==> src/rtl/score_pkg.sv <==
// ============================================================================
// Module  : score_pkg
// Purpose : Glyph geometry, score limits, FSM state type and BCD helpers.
// Revision: 1.0  initial release
// ============================================================================
`default_nettype none

package score_pkg;

  localparam int GLYPH_W     = 16;
  localparam int GLYPH_H     = 16;
  localparam int NUM_DIGITS  = 4;
  localparam int GLYPH_WORDS = 256;

  localparam logic [13:0] SCORE_MAX = 14'd9999;

  typedef enum logic [1:0] {
    IDLE    = 2'd0,
    CONVERT = 2'd1,
    DONE    = 2'd2
  } score_state_t;

  typedef logic [3:0] bcd_digit_t;

  function automatic logic [13:0] clamp_score(input logic [13:0] s);
    return (s > SCORE_MAX) ? SCORE_MAX : s;
  endfunction

  // Double-dabble correction: any nibble >= 5 would overflow past 9 after the shift.
  function automatic logic [15:0] bcd_adjust(input logic [15:0] bcd);
    logic [15:0] r;
    r = bcd;
    for (int i = 0; i < NUM_DIGITS; i++) begin
      if (bcd[4*i +: 4] >= 4'd5) r[4*i +: 4] = bcd[4*i +: 4] + 4'd3;
    end
    return r;
  endfunction

endpackage

`default_nettype wire

==> src/rtl/score_bin2bcd.sv <==
// ============================================================================
// Module  : score_bin2bcd
// Purpose : Sequential 14-bit binary to 4-digit BCD converter (shift-add-3).
// Revision: 1.0  initial release
// ============================================================================
`default_nettype none

module score_bin2bcd
  import score_pkg::*;
(
  input  logic        clk,
  input  logic        reset_n,
  input  logic        start,
  input  logic [13:0] bin,
  output logic        busy,
  output logic        done,
  output logic [15:0] result
);

  score_state_t state;
  logic [13:0]  bin_sr;
  logic [15:0]  bcd_sr;
  logic [3:0]   step;
  logic [29:0]  shifted;

  assign shifted = {bcd_adjust(bcd_sr), bin_sr} << 1;
  assign result  = bcd_sr;

  always_ff @(posedge clk) begin
    if (!reset_n) begin
      state  <= IDLE;
      bin_sr <= '0;
      bcd_sr <= '0;
      step   <= '0;
      busy   <= 1'b0;
      done   <= 1'b0;
    end else begin
      case (state)
        IDLE: begin
          done <= 1'b0;
          if (start) begin
            bin_sr <= bin;
            bcd_sr <= '0;
            step   <= '0;
            busy   <= 1'b1;
            state  <= CONVERT;
          end
        end
        CONVERT: begin
          bcd_sr <= shifted[29:14];
          bin_sr <= shifted[13:0];
          step   <= step + 4'd1;
          if (step == 4'd13) begin
            done  <= 1'b1;
            state <= DONE;
          end
        end
        DONE: begin
          busy  <= 1'b0;
          done  <= 1'b0;
          state <= IDLE;
        end
        default: begin
          busy  <= 1'b0;
          done  <= 1'b0;
          state <= IDLE;
        end
      endcase
    end
  end

endmodule

`default_nettype wire

==> src/rtl/score_display_ctrl.sv <==
// ============================================================================
// Module  : score_display_ctrl
// Purpose : Commits a clamped score at vertical blank, converts it to BCD and
//           drives digit-ROM addresses plus a registered palette/valid pair.
//           Optional macro SCORE_LEADING_ZERO_BLANK_EN hides leading zeros.
// Revision: 1.0  initial release
// ============================================================================
`default_nettype none

module score_display_ctrl
  import score_pkg::*;
#(
  parameter logic [9:0] X0          = 10'd560,
  parameter logic [9:0] Y0          = 10'd16,
  parameter int         SCALE_SH    = 1,
  parameter logic [9:0] COMMIT_LINE = 10'd480
) (
  input  logic        vga_clk,
  input  logic        reset_n,
  input  logic [13:0] score_in,
  input  logic        score_load,
  input  logic [9:0]  DrawX,
  input  logic [9:0]  DrawY,
  input  logic        blank,
  output logic [11:0] rom_address,
  input  logic [3:0]  rom_q,
  output logic [3:0]  palette_index,
  output logic        pixel_valid,
  output logic        busy,
  output logic [15:0] score_bcd
);

  localparam int                FIELD_W   = (GLYPH_W * NUM_DIGITS) << SCALE_SH;
  localparam int                FIELD_H   = GLYPH_H << SCALE_SH;
  localparam logic signed [10:0] FIELD_W_S = 11'(FIELD_W);
  localparam logic signed [10:0] FIELD_H_S = 11'(FIELD_H);

  logic [13:0] pending;
  logic        dirty;
  logic        commit;
  logic [13:0] commit_value;
  logic        conv_busy;
  logic        conv_done;
  logic [15:0] conv_result;

  assign commit       = (DrawX == 10'd0) && (DrawY == COMMIT_LINE) && !conv_busy && dirty;
  // A load on the commit cycle itself is fresher than the pending copy.
  assign commit_value = score_load ? clamp_score(score_in) : pending;
  assign busy         = conv_busy;

  always_ff @(posedge vga_clk) begin
    if (!reset_n) begin
      pending <= '0;
      dirty   <= 1'b0;
    end else if (commit) begin
      dirty   <= 1'b0;
    end else if (score_load) begin
      pending <= clamp_score(score_in);
      dirty   <= 1'b1;
    end
  end

  score_bin2bcd u_bin2bcd (
    .clk     (vga_clk),
    .reset_n (reset_n),
    .start   (commit),
    .bin     (commit_value),
    .busy    (conv_busy),
    .done    (conv_done),
    .result  (conv_result)
  );

  always_ff @(posedge vga_clk) begin
    if (!reset_n)       score_bcd <= '0;
    else if (conv_done) score_bcd <= conv_result;
  end

  // Signed offsets keep pixels left of / above the field from wrapping inside it.
  logic signed [10:0] dx;
  logic signed [10:0] dy;
  logic               in_field;
  logic [5:0]         cx;
  logic [3:0]         cy;
  logic [1:0]         slot;
  bcd_digit_t         digit;
  logic               slot_visible;

  assign dx       = $signed({1'b0, DrawX}) - $signed({1'b0, X0});
  assign dy       = $signed({1'b0, DrawY}) - $signed({1'b0, Y0});
  assign in_field = (dx >= 11'sd0) && (dx < FIELD_W_S) && (dy >= 11'sd0) && (dy < FIELD_H_S);
  assign cx       = dx[SCALE_SH +: 6];
  assign cy       = dy[SCALE_SH +: 4];
  assign slot     = cx[5:4];

  always_comb begin
    digit = score_bcd[3:0];
    case (slot)
      2'd0:    digit = score_bcd[15:12];
      2'd1:    digit = score_bcd[11:8];
      2'd2:    digit = score_bcd[7:4];
      default: digit = score_bcd[3:0];
    endcase
  end

  assign rom_address = in_field ? {digit, cy, cx[3:0]} : 12'd0;

`ifdef SCORE_LEADING_ZERO_BLANK_EN
  logic [3:0] lead_vis;
  assign lead_vis[0] = (score_bcd[15:12] != 4'd0);
  assign lead_vis[1] = lead_vis[0] | (score_bcd[11:8] != 4'd0);
  assign lead_vis[2] = lead_vis[1] | (score_bcd[7:4] != 4'd0);
  assign lead_vis[3] = 1'b1;
  assign slot_visible = lead_vis[slot];
`else
  assign slot_visible = 1'b1;
`endif

  always_ff @(posedge vga_clk) begin
    if (!reset_n) begin
      palette_index <= '0;
      pixel_valid   <= 1'b0;
    end else begin
      palette_index <= rom_q;
      pixel_valid   <= in_field & blank & slot_visible & (rom_q != 4'd0);
    end
  end

endmodule

`default_nettype wire

==> config.mk <==
export PLATFORM = sky130hd
export DESIGN_NAME = score_display_ctrl
export DESIGN_NICKNAME = d
export VERILOG_FILES = /design/src/rtl/score_pkg.sv /design/src/rtl/score_bin2bcd.sv /design/src/rtl/score_display_ctrl.sv
export SDC_FILE = /design/constraint.sdc
export NUM_CORES = 1
export LEC_CHECK = 0
export BUFFER_PORTS_ARGS = -buffer_cell sky130_fd_sc_hd__buf_2
export CORE_MARGIN = 5
export CORE_UTILIZATION = 55
export DETAILED_ROUTE_END_ITERATION = 10
export GPL_ROUTABILITY_DRIVEN = 0
export PLACE_DENSITY_LB_ADDON = 0.2
export SLEW_MARGIN = 20
export SYNTH_ARGS = -nofsm -noshare
export SYNTH_HDL_FRONTEND = slang
export SYNTH_SLANG_ARGS = --single-unit
==> constraint.sdc <==
create_clock -name vga_clk -period 4.6 [get_ports vga_clk]
set_input_delay 0.92 -clock vga_clk [delete_from_list [all_inputs] [get_ports vga_clk]]
set_output_delay 0.92 -clock vga_clk [all_outputs]
set_load 0.05 [all_outputs]
==> results of run 1 <==
## flip-flops by register name (all words and copies together), names as in the netlist
name,count
dirty,1
palette_index,4
pending,14
pixel_valid,1
score_bcd,16
u_bin2bcd.bin_sr,14
u_bin2bcd.busy,1
u_bin2bcd.done,1
u_bin2bcd.result,16
u_bin2bcd.state,2
u_bin2bcd.step,4
## power groups by stage
| stage | clock [mW] | combinational (mW) | sequential [mW] |
|---|---|---|---|
| 6_report | 0.593 | 0.102 | 0.655 |
| 5_1_grt | 0.626 | 0.112 | 0.656 |
| 4_1_cts | 0.596 | 0.102 | 0.655 |
| 3_5_place_dp | 0 | 0.101 | 0.670 |
| 3_3_place_gp | 0 | 0.0987 | 0.670 |
| 2_1_floorplan | 0 | 0.0564 | 0.675 |
## per-stage QoR
step	cells	setup slack, ps	power (mW)	hold slack (ps)	util (%)
2_1_floorplan	454	1110	0.732	432	-
3_3_place_gp	599	996	0.768	447	62.5
3_5_place_dp	599	985	0.771	452	62.5
4_1_cts	615	978	1.35	470	66.0
5_1_grt	615	880	1.39	494	66.0
6_report	615	1020	1.35	469	66.0
## worst max path at each step
stage                     cells after the start         endpoint  slack [ps]
final                                         6   rom_address[8]        1020
after global routing                          6  rom_address[10]         880
after CTS                                     6   rom_address[8]         980
after detailed placement                      6   rom_address[8]         980
after global placement                        6   rom_address[8]        1000
after floorplan                               8  rom_address[10]        1110
## critical path, stage by stage
cell     delay, ps
buf_2          120
ha_1           230
xor2_1         470
mux4_2         570
nor2b_1        140
buf_2          210
## routing by layer
metal / track usage (%) / share of wire [%] / vias to the layer above
met5: 0 / 0 / -
met4: 7.34 / 1.3 / 0
met2: 39.4 / 48 / 107
met1: 29.5 / 44 / 1688
met3: 5.21 / 6.6 / 12
li1: - / - / 1758
## Yosys cell counts (3+ instances only)
cell type  number
a211oi_1        3
a21o_2          3
a21oi_1        25
a221o_1         4
a31oi_1        12
and2_1          4
and3_1          7
clkbuf_1       25
dfxtp_1        74
ha_1           14
inv_1          22
mux2i_1        20
mux4_2          4
nand2_1        35
nand2b_1        7
nand3_1        14
nand4_1         3
nor2_1         48
nor2b_1         8
nor3_1         25
nor4_1          5
nor4b_1         4
o21a_1          6
o21ai_0        21
o221a_2         4
o221ai_1       15
o22ai_1         4
xnor2_1         6
xor2_1          4
## cells in the final DEF, fill, tap and decap left out, types with 8 or more instances in the layout
| master | instances |
|---|---|
| buf_2 | 75 |
| dfxtp_1 | 74 |
| nor2_1 | 48 |
| nand2_1 | 34 |
| nor3_1 | 25 |
| a21oi_1 | 25 |
| inv_1 | 22 |
| o21ai_0 | 21 |
| mux2i_1 | 20 |
| o221ai_1 | 15 |
| nand3_1 | 14 |
| ha_1 | 14 |
| a31oi_1 | 12 |
| clkbuf_8 | 12 |
| nor2b_1 | 8 |
## layout make-up
class | instances | area (um2)
clock buffer | 12 | 165
multi-input combinational | 328 | 2170
clock inverter | 4 | 72.6
tap | 96 | 120
timing repair buffer | 77 | 390
sequential | 74 | 1480
inverter | 24 | 90.1
fill | 597 | 2310
## logic make-up (layout without fill, tap and decap cells)
logic type	Yosys count	after routing	synth area share (%)
mux	25	25	7.83
compound gates	105	105	18.4
flops	74	74	38.5
fa+ha+maj	14	14	4.55
buf+inv	52	117	5.30
simple gates	174	174	23.2
xor+xnor	10	10	2.27
==> results.sh, run 1 <==
export IMPL_clkTransAtPathRegs_ps=70
export IMPL_synthCells=454
export IMPL_post_cts_resized=0
export IMPL_ys_warn_count=0
export IMPL_powerDensity_nw_per_um2=301
export IMPL_hold_violations=0
export IMPL_cts_sinks=74
export IMPL_ys_types=55
export IMPL_fin_skew_ps=9.97
export IMPL_grt_overflow=0
export IMPL_rsz0062_at_grt="no"
export IMPL_design_area_um2=4490
export IMPL_drc_errors=0
export IMPL_worst_r2r_path_depth=5
export IMPL_routedWlPerCell_um=16.1
export IMPL_routed_via_density=5.80
export IMPL_cap_viol_max_count=0
export IMPL_r2r_end="u_bin2bcd.bin_sr[3]"
export IMPL_cts_root_buffer="clkbuf_8"
export IMPL_path_max_fanout=4
export IMPL_intPower_mw=1.04
export IMPL_worstHoldStart="pending[13]"
export IMPL_async_flop_share_pct=0
export IMPL_hold_buffers=0
export IMPL_cellLeakagePower_nw=1.80
export IMPL_critPathLaunch="DrawX[4]"
export IMPL_initial_core_util_pct=56.7
export IMPL_synth_edf_count=0
export IMPL_io_pins=76
export IMPL_grt_pass1_vias=3397
export IMPL_grt_max_degree=46
export IMPL_max_freq_mhz=279
export IMPL_grt_first_pass_wirelength_um=16300
export IMPL_seqPwrFrac_pct=48.6
export IMPL_tightest_slew_ps=1020
export IMPL_final_setup_tns_ps=0
export IMPL_yosysTopAreaCell="dfxtp_1"
export IMPL_drt_wl_total_um=9920
export IMPL_status="finished clean"
export IMPL_antenna_found_initial=0
export IMPL_cp_arrival_ps=2660
export IMPL_reg2reg_from="u_bin2bcd.state[1]"
export IMPL_irDropWorstVdd_mv=0.223
export IMPL_insertion_delay_ps=350
export IMPL_vias=3565
export IMPL_yosys_area_top_type_share_pct=38.5
export IMPL_ys_seq_area_share_pct=38.5
export IMPL_dieArea_um2=8770
export IMPL_ys_ff_latch=74
export IMPL_htree_levels=3
export IMPL_rows=30
export IMPL_avgSynthCellArea_um2=8.48
export IMPL_first_pass_iters=5
export IMPL_n_antenna_cell=0
export IMPL_relSlewSlack_pct=31.6
export IMPL_path_class="input pin to primary output"
export IMPL_drv_slew=0
export IMPL_place_area_um2=4250
export IMPL_synthFlopType="dfxtp_1"
export IMPL_grt_usage_pct=23.3
export IMPL_rrSetupSlack_ps=1950
export IMPL_hold_depth=2
export IMPL_post_cts_repair_setup_buffers=0
export IMPL_min_period_ps=3580
export IMPL_nets=570
export IMPL_p_sw_share_pct=22.9
export IMPL_synth_area_leaders="dfxtp_1, mux2i_1, nor2_1"
export IMPL_area_growth_pct=16.5
export IMPL_worst_ep_required_time_ps=3680
export IMPL_port_buffers=75
export IMPL_startpoint_type="input pin"
export IMPL_worst_hold_path_endpoint="pending[13]"
export IMPL_cts_buffers=9
export IMPL_fin_crit_sh_pct=77.9
export IMPL_setup_violations=0
export IMPL_die_w_um=93.7
export IMPL_syn_num_nets=510
export IMPL_cts_buffer_depth=2
export IMPL_pwr_share_comb_pct=7.5
export IMPL_drtIter0Drc=226
export IMPL_hpwlAfterDp_um=6880
export IMPL_post_route_cells_drive_above_1_share_pct=22.0
export IMPL_cts_tree="yes"
export IMPL_end_kind="primary output"
export IMPL_syn_area_um2=3850
export IMPL_ant_nets=0
export IMPL_hold_class="flip-flop to flip-flop"
export IMPL_core_um2=6790
export IMPL_die_h_um=93.7
export IMPL_switching_power_mw=0.310
export IMPL_p_clk_share_pct=43.9
Note: power is estimated with default switching activity, not from simulation.
==> run 2, diff against run 1 <==
CORE_UTILIZATION = 50   (was 55)
clock period = 3.2 ns   (was 4.6 ns; I/O delays follow)
==> results.sh, run 2 (synthesis gave the netlist of run 1 again) <==
export IMPL_status="finished clean"
export IMPL_grt_overflow=0
export IMPL_hpwlAfterDp_um=6930
export IMPL_htree_levels=3
export IMPL_worstHoldStart="pending[12]"
export IMPL_post_cts_repair_setup_buffers=0
export IMPL_grt_max_degree=39
export IMPL_die_h_um=97.8
export IMPL_path_max_fanout=4
export IMPL_grt_usage_pct=21.5
export IMPL_tightest_slew_ps=994
export IMPL_powerDensity_nw_per_um2=434
export IMPL_cap_viol_max_count=0
export IMPL_drt_wl_total_um=9900
export IMPL_drtIter0Drc=265
export IMPL_dieArea_um2=9560
export IMPL_end_kind="primary output"
export IMPL_clkTransAtPathRegs_ps=70
export IMPL_initial_core_util_pct=50.6
export IMPL_ant_nets=0
export IMPL_hold_buffers=0
export IMPL_hold_violations=0
export IMPL_layout_commonest_cell="buf_2"
export IMPL_path_buf_inv=3
export IMPL_nets=576
export IMPL_rsz0062_at_grt="no"
export IMPL_setup_violations=0
export IMPL_final_setup_tns_ps=0
export IMPL_cp_slowest_cell="mux4_2"
export IMPL_routedWlPerCell_um=15.8
export IMPL_r2r_end="u_bin2bcd.bin_sr[1]"
export IMPL_instances_no_fill=626
export IMPL_rrSetupSlack_ps=980
export IMPL_setup_ws_ps=398
export IMPL_port_buffers=75
export IMPL_reg2reg_from="u_bin2bcd.busy"
export IMPL_final_cell_mix="buf_2, dfxtp_1, nor2_1"
export IMPL_irDropWorstVdd_mv=0.246
export IMPL_startpoint_type="input pin"
export IMPL_finalPower_mw=1.97
export IMPL_relSlewSlack_pct=33.7
export IMPL_hold_class="flip-flop to flip-flop"
export IMPL_worst_ep_required_time_ps=2560
export IMPL_cellLeakagePower_nw=1.83
export IMPL_grt_pass1_vias=3442
export IMPL_vias=3650
export IMPL_routed_via_density=5.83
export IMPL_n_fill_cell=687
export IMPL_cts_buffer_depth=2
export IMPL_post_route_cells_drive_above_1_share_pct=22.5
export IMPL_path_class="input pin to primary output"
export IMPL_worst_r2r_path_depth=5
export IMPL_cts_tree="yes"
export IMPL_dp_cells=611
export IMPL_slowest_delay_ps=490
export IMPL_crit_chain="buf_2, ha_1, xor2_1, buf_4, mux4_2, nor2b_1, buf_2"
export IMPL_area_growth_pct=17.9
export IMPL_insertion_delay_ps=350
export IMPL_io_pins=76
export IMPL_rows=32
export IMPL_fin_crit_sh_pct=87.6
export IMPL_die_w_um=97.8
export IMPL_preCtsSetupSlack_ps=409
export IMPL_cts_root_buffer="clkbuf_8"
export IMPL_fin_skew_ps=8.87
export IMPL_core_um2=7610
export IMPL_cp_top_family="buffers and inverters"
export IMPL_cts_buffers=9
export IMPL_hold_depth=2
export IMPL_min_period_ps=2800
export IMPL_drc_errors=0
export IMPL_cts_sinks=74
export IMPL_worst_hold_path_endpoint="pending[12]"
export IMPL_n_antenna_cell=0
export IMPL_crit_top_cell="buf_2"
export IMPL_max_freq_mhz=357
export IMPL_post_cts_resized=0
export IMPL_grt_first_pass_wirelength_um=17100
export IMPL_antenna_found_initial=0
export IMPL_drv_slew=0
export IMPL_cp_arrival_ps=2160
export IMPL_first_pass_iters=5
run 2: changes by cell type in the layout (fill, tap and decap cells not counted), sizes merged:
cell	delta
buf	+6
bufinv	+1
clkbuf	-2
run 2: power by group:
| group | switching, mW | internal [mW] | total [mW] |
|---|---|---|---|
| sequential | 0.00708 | 0.935 | 0.942 |
| combinational | 0.0891 | 0.0617 | 0.151 |
| clock | 0.342 | 0.533 | 0.875 |
| total | 0.438 | 1.53 | 1.97 |
run 2: layout make-up:
cell class	instances	area, um2	share of cell area [%]
clock inverters	5	103	2.26
repair buffers	83	435	9.59
inverters	24	90.1	1.98
well taps	102	128	2.81
clock buffers	10	138	3.03
multi-input cells	328	2160	47.7
flip-flops and latches	74	1480	32.6
run 2: worst max-delay path by stage:
stage / start / endpoint / cells after the start
finish: DrawX[4] / rom_address[8] / 7
global route: DrawX[4] / rom_address[8] / 7
CTS: DrawX[4] / rom_address[8] / 7
detailed placement: DrawX[4] / rom_address[8] / 7
global placement: DrawX[4] / rom_address[11] / 7
floorplan: DrawY[4] / rom_address[10] / 8
run 2: worst register-to-register path, cell delays in order, from the launching register on:
cell,delay (ps)
dfxtp_1,350
or4bb_1,500
or4_4,500
nor4_4,400
o221ai_1,230
a21oi_1,180
run 2: through the flow:
| step | util, % | cell area (um2) | hold WS [ps] |
|---|---|---|---|
| final | 59.7 | 4540 | 462 |
| after global routing | 59.7 | 4540 | 492 |
| after CTS | 59.7 | 4540 | 462 |
| after detailed placement | 56.5 | 4300 | 453 |
| after global placement | 56.5 | 4300 | 447 |
| after floorplan | - | 3850 | 432 |
run 2: per-layer routing:
| layer | share of wire [%] | up-vias | routed length [um] | GRT usage, % |
|---|---|---|---|---|
| met1 | 45 | 1745 | 4480 | 29.4 |
| met5 | 0 | - | 0 | 0 |
| met3 | 7.0 | 17 | 694 | 6.07 |
| met4 | 1.5 | 0 | 149 | 6.28 |
| met2 | 46 | 121 | 4570 | 33.4 |
| li1 | - | 1767 | - | - |
